===== src/rtl/tag_tx.sv =====
`default_nettype none
// ============================================================================
//  tag_tx
//  Stepped-frequency IQ tone generator: per-symbol phase schedule, sin/cos
//  LUT, amplitude scaling and an AXI-Stream style backpressured output.
//  Revision: 1.0
// ============================================================================
module tag_tx #(
  parameter int DATA_WIDTH    = 16,
  parameter int SIN_COS_WIDTH = 16,
  parameter int PHASE_WIDTH   = 24,
  parameter int NSYMB_WIDTH   = 16,
  parameter int NSYMB         = 256,
  parameter int NSIG          = 5120,
  parameter int START_PH      = 0,
  parameter int START_PH_INC  = 0,
  parameter int DPH_INC       = -16384,
  parameter int NPH_SHIFT     = 0
) (
  input  logic                   clk,
  input  logic                   reset,
  input  logic                   srst,
  input  logic                   run,
  input  logic [15:0]            amp,
  output logic                   out_tvalid,
  input  logic                   out_tready,
  output logic                   out_tlast,
  output logic                   out_sof,
  output logic [DATA_WIDTH-1:0]  itx,
  output logic [DATA_WIDTH-1:0]  qtx,
  output logic                   busy,
  output logic [PHASE_WIDTH-1:0] ph,
  output logic [PHASE_WIDTH-1:0] sigN,
  output logic [NSYMB_WIDTH-1:0] symbN
);

  localparam logic [PHASE_WIDTH-1:0] c_START_PH  = PHASE_WIDTH'(START_PH);
  localparam logic [PHASE_WIDTH-1:0] c_START_INC = PHASE_WIDTH'(START_PH_INC);
  localparam logic [PHASE_WIDTH-1:0] c_DPH_INC   = PHASE_WIDTH'(DPH_INC);
  localparam logic [PHASE_WIDTH-1:0] c_NPH_SHIFT = PHASE_WIDTH'(NPH_SHIFT);
  localparam logic [PHASE_WIDTH-1:0] c_NSIG      = PHASE_WIDTH'(NSIG);
  localparam logic [PHASE_WIDTH-1:0] c_N_ONE     = PHASE_WIDTH'(1);
  localparam logic [NSYMB_WIDTH-1:0] c_NSYMB     = NSYMB_WIDTH'(NSYMB);
  localparam logic [NSYMB_WIDTH-1:0] c_K_ONE     = NSYMB_WIDTH'(1);
  localparam int                     c_PW        = SIN_COS_WIDTH + 17;

  // Quarter-wave sine, Q1.15, 16 steps per quadrant (64 points per cycle).
  localparam logic signed [15:0] c_QSIN [0:16] = '{
    16'sd0,     16'sd3212,  16'sd6393,  16'sd9512,  16'sd12539, 16'sd15446,
    16'sd18204, 16'sd20787, 16'sd23170, 16'sd25329, 16'sd27245, 16'sd28898,
    16'sd30273, 16'sd31356, 16'sd32137, 16'sd32609, 16'sd32767
  };

  typedef enum logic [1:0] {
    S_IDLE  = 2'd0,
    S_RUN   = 2'd1,
    S_DRAIN = 2'd2
  } state_t;

  state_t r_state;
  state_t w_state_nxt;

  logic                   w_rst;
  logic                   w_adv;
  logic                   w_start;
  logic                   w_issue;
  logic                   w_last_n;
  logic                   w_last_k;
  logic                   w_frame_end;
  logic                   w_drained;

  logic [PHASE_WIDTH-1:0] r_n;
  logic [NSYMB_WIDTH-1:0] r_k;
  logic [PHASE_WIDTH-1:0] r_ph;
  logic [PHASE_WIDTH-1:0] r_start_ph;
  logic [PHASE_WIDTH-1:0] r_ph_inc;
  logic [15:0]            r_amp;

  logic [1:0]             w_quad;
  logic [3:0]             w_off;
  logic signed [15:0]     w_lo;
  logic signed [15:0]     w_hi;
  logic signed [15:0]     w_sin;
  logic signed [15:0]     w_cos;

  logic                           r_v1;
  logic signed [SIN_COS_WIDTH-1:0] r_cos1;
  logic signed [SIN_COS_WIDTH-1:0] r_sin1;
  logic [15:0]                    r_amp1;
  logic                           r_last1;
  logic                           r_sof1;
  logic [PHASE_WIDTH-1:0]         r_ph1;
  logic [PHASE_WIDTH-1:0]         r_n1;
  logic [NSYMB_WIDTH-1:0]         r_k1;

  logic signed [c_PW-1:0] w_prod_i;
  logic signed [c_PW-1:0] w_prod_q;
  logic                   w_unused;

  logic                   r_v2;
  logic                   r_last2;
  logic                   r_sof2;
  logic [DATA_WIDTH-1:0]  r_itx;
  logic [DATA_WIDTH-1:0]  r_qtx;
  logic [PHASE_WIDTH-1:0] r_ph2;
  logic [PHASE_WIDTH-1:0] r_n2;
  logic [NSYMB_WIDTH-1:0] r_k2;

  assign w_rst       = reset | srst;
  // Whole pipeline moves together; it only freezes when the output is blocked.
  assign w_adv       = !r_v2 || out_tready;
  assign w_start     = (r_state == S_IDLE) && run;
  assign w_issue     = (r_state == S_RUN) && w_adv;
  assign w_last_n    = (r_n == c_NSIG);
  assign w_last_k    = (r_k == c_NSYMB);
  assign w_frame_end = w_issue && w_last_n && w_last_k;
  assign w_drained   = !r_v1 && (!r_v2 || out_tready);

  always_ff @(posedge clk) begin
    if (w_rst) r_state <= S_IDLE;
    else       r_state <= w_state_nxt;
  end

  always_comb begin
    w_state_nxt = r_state;
    case (r_state)
      S_IDLE:  if (run) w_state_nxt = S_RUN;
      S_RUN:   if (w_frame_end && !run) w_state_nxt = S_DRAIN;
      S_DRAIN: if (w_drained) w_state_nxt = S_IDLE;
      default: w_state_nxt = S_IDLE;
    endcase
  end

  // Phase schedule: counters step only when a phase word enters the LUT stage.
  always_ff @(posedge clk) begin
    if (w_rst || w_start) begin
      r_n        <= c_N_ONE;
      r_k        <= c_K_ONE;
      r_ph       <= c_START_PH;
      r_start_ph <= c_START_PH;
      r_ph_inc   <= c_START_INC;
      r_amp      <= w_rst ? 16'd0 : amp;
    end else if (w_issue) begin
      if (!w_last_n) begin
        r_n  <= r_n + c_N_ONE;
        r_ph <= r_ph + r_ph_inc;
      end else if (!w_last_k) begin
        r_n        <= c_N_ONE;
        r_k        <= r_k + c_K_ONE;
        r_start_ph <= r_start_ph - c_NPH_SHIFT;
        r_ph       <= r_start_ph - c_NPH_SHIFT;
        r_ph_inc   <= r_ph_inc + c_DPH_INC;
      end else begin
        r_n        <= c_N_ONE;
        r_k        <= c_K_ONE;
        r_ph       <= c_START_PH;
        r_start_ph <= c_START_PH;
        r_ph_inc   <= c_START_INC;
        if (run) r_amp <= amp;
      end
    end
  end

  assign w_quad = r_ph[PHASE_WIDTH-1 -: 2];
  assign w_off  = r_ph[PHASE_WIDTH-3 -: 4];

  always_comb begin
    w_lo  = c_QSIN[{1'b0, w_off}];
    w_hi  = c_QSIN[5'd16 - {1'b0, w_off}];
    w_sin = w_lo;
    w_cos = w_hi;
    case (w_quad)
      2'd1: begin w_sin = w_hi;  w_cos = -w_lo; end
      2'd2: begin w_sin = -w_lo; w_cos = -w_hi; end
      2'd3: begin w_sin = -w_hi; w_cos = w_lo;  end
      default: begin w_sin = w_lo; w_cos = w_hi; end
    endcase
  end

  always_ff @(posedge clk) begin
    if (w_rst) begin
      r_v1    <= 1'b0;
      r_cos1  <= '0;
      r_sin1  <= '0;
      r_amp1  <= '0;
      r_last1 <= 1'b0;
      r_sof1  <= 1'b0;
      r_ph1   <= c_START_PH;
      r_n1    <= c_N_ONE;
      r_k1    <= c_K_ONE;
    end else if (w_adv) begin
      r_v1 <= w_issue;
      if (w_issue) begin
        r_cos1  <= SIN_COS_WIDTH'(w_cos);
        r_sin1  <= SIN_COS_WIDTH'(w_sin);
        r_amp1  <= r_amp;
        r_last1 <= w_last_n;
        r_sof1  <= (r_n == c_N_ONE) && (r_k == c_K_ONE);
        r_ph1   <= r_ph;
        r_n1    <= r_n;
        r_k1    <= r_k;
      end
    end
  end

  // Amplitude is unsigned: widen with a zero MSB before the signed multiply.
  assign w_prod_i = c_PW'(r_cos1) * c_PW'($signed({1'b0, r_amp1}));
  assign w_prod_q = c_PW'(r_sin1) * c_PW'($signed({1'b0, r_amp1}));
  assign w_unused = ^{w_prod_i[15:0], w_prod_i[c_PW-1:16+DATA_WIDTH],
                      w_prod_q[15:0], w_prod_q[c_PW-1:16+DATA_WIDTH]};

  always_ff @(posedge clk) begin
    if (w_rst) begin
      r_v2    <= 1'b0;
      r_last2 <= 1'b0;
      r_sof2  <= 1'b0;
      r_itx   <= '0;
      r_qtx   <= '0;
      r_ph2   <= c_START_PH;
      r_n2    <= c_N_ONE;
      r_k2    <= c_K_ONE;
    end else if (w_adv) begin
      r_v2 <= r_v1;
      if (r_v1) begin
        r_last2 <= r_last1;
        r_sof2  <= r_sof1;
        r_itx   <= w_prod_i[16 +: DATA_WIDTH];
        r_qtx   <= w_prod_q[16 +: DATA_WIDTH];
        r_ph2   <= r_ph1;
        r_n2    <= r_n1;
        r_k2    <= r_k1;
      end else begin
        r_last2 <= 1'b0;
        r_sof2  <= 1'b0;
      end
    end
  end

  // Debug indices follow the sample currently presented at the output.
  assign out_tvalid = r_v2;
  assign out_tlast  = r_last2;
  assign out_sof    = r_sof2;
  assign itx        = r_itx;
  assign qtx        = r_qtx;
  assign ph         = r_ph2;
  assign sigN       = r_n2;
  assign symbN      = r_k2;
  assign busy       = (r_state != S_IDLE);

endmodule
`default_nettype wire


===== config.mk =====
export PLATFORM = sky130hd
export DESIGN_NAME = tag_tx
export DESIGN_NICKNAME = d
export VERILOG_FILES = /design/src/rtl/tag_tx.sv
export SDC_FILE = /design/constraint.sdc
export NUM_CORES = 2
export LEC_CHECK = 0
export ABC_AREA = 1
export CAP_MARGIN = 5
export CORE_ASPECT_RATIO = 0.9
export CORE_MARGIN = 1
export CORE_UTILIZATION = 55
export DETAILED_ROUTE_END_ITERATION = 8
export GPL_TIMING_DRIVEN = 0
export PLACE_DENSITY_LB_ADDON = 0.3
export SLEW_MARGIN = 10
export SYNTH_ARGS = -nofsm -noshare
export SYNTH_HDL_FRONTEND = slang
export SYNTH_SLANG_ARGS = --single-unit

===== constraint.sdc =====
create_clock -name clk -period 13.3 [get_ports clk]
set_input_delay 2.66 -clock clk [delete_from_list [all_inputs] [get_ports clk]]
set_output_delay 2.66 -clock clk [all_outputs]
set_load 0.1 [all_outputs]

# Yosys cells after proc, flatten, opt, wreduce, memory -nomap -nowiden
# Memory sizes are Yosys's and may differ from the RTL's.
# Index checks and enable logic that the tools add are counted.
[word_totals] regBits=344 romBits=1024 inputBits=21 output_inout_bits=100 memories=2
[op_classes] add_sub_neg=7 multipliers=2 order_cmp=2 eq_ne=12 mux=23 bitwise=3 reduce_logical=23
[mem_list] name="(name not given)" words=32 width=16 read_ports=1 rd_ports_with_merged_regs=0 write_ports=0 line="169" rtl="w_hi = c_QSIN[5'd16 - {1'b0, w_off}];"
[mem_list] name="(name not given)" words=32 width=16 read_ports=1 rd_ports_with_merged_regs=0 write_ports=0 line="168" rtl="w_lo = c_QSIN[{1'b0, w_off}];"
[op_table] operator="$mux 16" count=11
[op_table] operator="$mux 24" count=4
[op_table] operator="$pmux 16 s3" count=2
[op_table] operator="$mul 16x17->32" count=2
[op_table] operator="$neg 16->16" count=2
[op_table] operator="$add 24x1->24 const B" count=1
[op_table] operator="$add 24x24->24" count=1
[op_table] operator="$add 24x24->24 const B" count=1
[op_table] operator="$eq 24x1->1 const B" count=1
[op_table] operator="$eq 24x13->1 const B" count=1
[op_table] operator="$add 16x1->16 const B" count=1
[op_table] operator="$eq 16x1->1 const B" count=1
[op_table] operator="$eq 16x9->1 const B" count=1
[op_table] operator="$ge 6x6->1 const B" count=2
[op_table] operator="$reduce_bool 2->1" count=5
[op_table] operator="$logic_and 1x1->1" count=7
[op_table] operator="$eq 2x2->1 const B" count=3
[op_table] operator="$mux 2" count=3
[op_table] operator="$not 4->6" count=1
[op_table] operator="$not 5->6" count=1
[op_table] operator="$pmux 2 s3" count=1
[op_table] operator="$reduce_and 2->1" count=3
[op_table] operator="$sub 5x4->5 const A" count=1
[op_table] operator="$eq 2x1->1 const B" count=2
[op_table] operator="9 further kinds" count=14

# Logic depth before layout (Yosys ltp)
[logic_depth] word_depth=8 depth_mapped=27 depth_no_buf=25

# Worst setup path before layout
# OpenSTA, ideal clock, no wires.
[synth_path] path_kind="register to register" start="reg r_cos1[7]" end="reg r_itx[13] (netlist: itx[13])" t_arrival_ps=5361 slack_ps=7824 stages_incl_launch_ff=27 path_buffers=2 period_less_slack_ps=5476 path_cell_list="dfxtp_1 > clkbuf_1 > clkbuf_1 > nand2_1 > fa_1 > inv_1 > fa_1 > inv_1 > fa_1 > inv_1 > fa_1 > fa_1 > inv_1 > fa_1 > inv_1 > ha_1 > nand2_1 > nor2_1 > inv_1 > nor3_1 > nand3_1 > nand3_1 > nand3_1 > nand3_1 > nor2_1 > o21ai_0 > inv_1"
[synth_between] elab_chain_cells=1
[synth_lines] item="start: declaration" line="87" rtl="logic signed [SIN_COS_WIDTH-1:0] r_cos1;"
[synth_lines] item="start signal: assignment" line="194" rtl="r_cos1 <= SIN_COS_WIDTH'(w_cos);"
[synth_lines] item="$mul 16x17->32" line="207" rtl="assign w_prod_i = c_PW'(r_cos1) * c_PW'($signed({1'b0, r_amp1}));"
[synth_lines] item="end signal: assignment" line="227" rtl="r_itx <= w_prod_i[16 +: DATA_WIDTH];"
[synth_lines] item="end: declaration" line="103" rtl="logic [DATA_WIDTH-1:0] r_itx;"
# No other way between the ends.
# A chain may end at the register's enable or synchronous reset.

# Worst setup path after layout
[layout_path] start="reg r_amp1[1]" end="reg r_itx[0] (netlist: itx[0])"
[layout_between] elab_chain_cells=1
[layout_lines] item="start: declaration" line="89" rtl="logic [15:0] r_amp1;"
[layout_lines] item="start signal: assignment" line="196" rtl="r_amp1 <= r_amp;"
[layout_lines] item="$mul 16x17->32" line="207"
# No other way between the ends.

==> summary.txt <==
Die
  – Die Wd: 259 um
  – Row cnt: 84
  – IO Pins: 121
  – CORE AREA: 0.0586 sq mm
  – DIE HEIGHT: 233 um
  – Starting density of the core: 0.558
  – Die ar.: 0.0605 sq mm

Worst hold path
  – Worst hold-check path type: reg2reg
  – Hold path depth: 2

Worst setup path
  – Crit path depth: 20
  – Crit Path Max Fanout: 10
  – Slowest cell on the critical path: clkbuf_1
  – Worst path bufs/invs: 5
  – Critical path data required time: 13.73 ns
  – Crit Path Class: reg2reg
  – R2R setup slack: 5.88 ns
  – CP startpoint: r_amp1[1]
  – FF-to-FF Start: r_amp1[1]
  – CP peak stage delay: 0.83 ns
  – Crit path arrival time: 7.85 ns
  – Most common cell on crit path: fa_1
  – Worst Setup EP: itx[0]
  – Worst-case reg-to-reg path depth: 20
  – Kind of end point of the critical path: register
  – Top Family by Delay on Critical Path: adder cells
  – CP startpoint kind: register
  – Reg-to-reg endpoint: itx[0]
  – Worst-path cell chain: clkbuf_1 -> buf_1 -> nand2_1 -> fa_1 -> fa_1 -> inv_1 -> fa_1 -> fa_1 -> fa_1 -> fa_1 -> ha_1 -> a21oi_1 -> inv_1 -> a31oi_1 -> o21ai_0 -> a21oi_1 -> xor2_1 -> nand2_1 -> o211ai_1 -> inv_1

Global route
  – Largest net degree at the start of global routing: 17
  – Vias in the first global route: 28800
  – First-pass GRT wire length: 159000 um
  – Total GRT Usage: 0.341
  – Initial antenna violation count: 0
  – Grt total ovfl: 0

Detailed routing
  – Via/cell ratio: 5.47
  – DR vias: 29500
  – Drt total wl: 102000 um
  – DR iter-0 viols: 3001
  – TritonRoute pass-1 iters: 9
  – Post-DRT Antenna Nets: 0
  – Avg WL per Cell: 18.9 um
  – # DRC: 0

Yosys
  – Synth Cell Area: 0.0327 sq mm
  – Synth unique cells: 62
  – Top_reg_cell synth: dfxtp_1
  – Mapped Nets: 5100
  – Synthesized instance count: 4439
  – Post-synthesis async set-or-reset flop share: 0
  – Yosys reg bits: 330
  – Post-synth top area share: 0.236
  – Top post-synthesis cells by count: 962 x inv_1, 896 x nand2_1, 483 x nor2_1
  – Count leader, synth: inv_1
  – Largest area contributor in the netlist: fa_1
  – Post-synth EDFFs: 16
  – Share of the yosys chip area belonging to registers: 0.207
  – Yosys warns: 0
  – Synth top area cells: fa_1 24%, dfxtp_1 19%, inv_1 11%
  – Syn Area/Cell: 7.37 sq um

Final layout
  – Area Overhead vs Synth: 10.5%
  – Filler Cell Count: 5398
  – Final instance area: 0.0362 sq mm
  – Layout cells sized above 1: 0.0365
  – Core Util, Final: 0.617
  – Final non-filler cell total: 5401
  – Nets: 5258

Power and ir drop
  – Sequential Power Share: 0.450
  – Cell Pwr Density: 62.6 mW/mm^2
  – Power Total: 2.26 mW
  – Switching Share: 0.255
  – Clock share of power: 0.472
  – Psw: 0.578 mW
  – Comb pwr share: 0.078
  – LEAKAGE: 19.0 nW
  – VDD IR max: 112 uV
  – Cell internal pwr: 1.68 mW

STA
  – Final Hold Violating Endpoints: 0
  – Final Cycle Share: 0.558
  – Fin. max-slew vios: 0
  – Slew Limit Headroom: 0.176
  – Setup ws final: 5.88 ns
  – RSZ-0062 raised after global routing: no
  – TNS Setup: 0 ns
  – Hold WS: 0.429 ns
  – Worst slew pin tran: 1.24 ns
  – Fmax: 135 MHz
  – Post-Route Skew: 0.0287 ns
  – Final setup violation count: 0
  – Min Tclk post-route: 7.42 ns

Placed design
  – Post-DP Area: 0.0349 sq mm
  – Post-Place Worst Slack: 6.14 ns
  – Port Buffers: 120
  – Global placement routability congestion: 0.994
  – Inst Count DP: 5333
  – Post-DP HPWL: 80700 um

Clock network
  – TritonCTS Buffers: 36
  – Clk slew on worst S/H paths: 0.06 ns
  – CTS tree: built
  – Hold buffer count at CTS: 0
  – Clock buffer depth: 3
  – Clock Latency Late Sink: 0.55 ns
  – # resized after CTS: 0
  – Clock root buffer: clkbuf_16
  – Postcts setup bufs: 0
  – Clock sinks: 330
  – CTS H-tree depth: 2

Run
  – Max-cap violations: 0

Status
  – Run status: completed
[sequential cells by signal (all words and copies together), names as in the netlist, 2 cells and up]
signal / count
r_sin1: 16
r_n: 24
qtx: 16
r_ph_inc: 10
sigN: 24
r_k1: 16
r_ph: 24
ph: 24
r_k: 16
itx: 16
r_state: 2
r_n1: 24
r_cos1: 16
r_start_ph: 24
symbN: 16
r_amp1: 16
r_ph1: 24
r_amp: 16
[cell usage in the layout, fill, tap and decap left out, types with 25 or more instances in the layout]
cell type / instances
inv_1: 962
nand2_1: 896
nor2_1: 483
fa_1: 386
dfxtp_1: 314
ha_1: 254
o21ai_0: 252
clkbuf_1: 195
a21oi_1: 189
nand3_1: 143
clkdlybuf4s50_1: 120
clkbuf_16: 37
nor3_1: 34
xor2_1: 25
[final cells by class]
cell class	instances	area (sq um)	share of cell area
Tap cell	774	968	0.0268
Inverter	975	3660	0.101
Sequential cell	330	6770	0.187
Clock buffer	48	997	0.0276
Antenna cell	2	5.00	0.000138
Multi-Input combinational cell	2916	21400	0.592
Timing Repair Buffer	120	1200	0.0332
Buffer	218	883	0.0244
Clock inverter	18	270	0.00747
[worst min-delay path, stage by stage, from the launching register on]
cell and delay, ns:
dfxtp_1 0.31, inv_1 0.05, nor2_1 0.03
[cells by family after synthesis]
family                   share of synthesized area
AO/OA/AOI/OAI                               0.0977
XOR/XNOR                                   0.00964
adder cells (fa/ha/maj)                      0.333
buffers and inverters                        0.139
flip-flops                                   0.207
AND/OR/NAND/NOR                              0.213
[how the worst min path moves through the flow]
stage,end,from
global placement,r_start_ph[14],r_start_ph[14]
CTS,r_start_ph[22],r_start_ph[22]
detailed placement,r_start_ph[22],r_start_ph[22]
floorplan,r_start_ph[18],r_start_ph[18]
finish,r_start_ph[3],r_start_ph[3]
global route,r_start_ph[15],r_start_ph[15]
[power by group through the flow]
stage	clock network [mW]	registers, mW	logic (mW)
global placement	0	1.04	0.169
detailed placement	0	1.04	0.170
floorplan	0	1.06	0.0815
finish	1.07	1.02	0.176
global route	1.11	1.02	0.185
CTS	1.08	1.02	0.171
[per-layer routing]
metal | up-vias | share of wire | global-route usage | routed length (um)
li1 | 13800 | - | - | -
met1 | 14000 | 0.41 | 0.449 | 41600
met2 | 1469 | 0.45 | 0.554 | 45900
met3 | 255 | 0.099 | 0.0612 | 10100
met4 | 0 | 0.045 | 0.140 | 4580
met5 | - | 0 | 0 | 0
No activity file was read; power rests on OpenSTA's default activity.
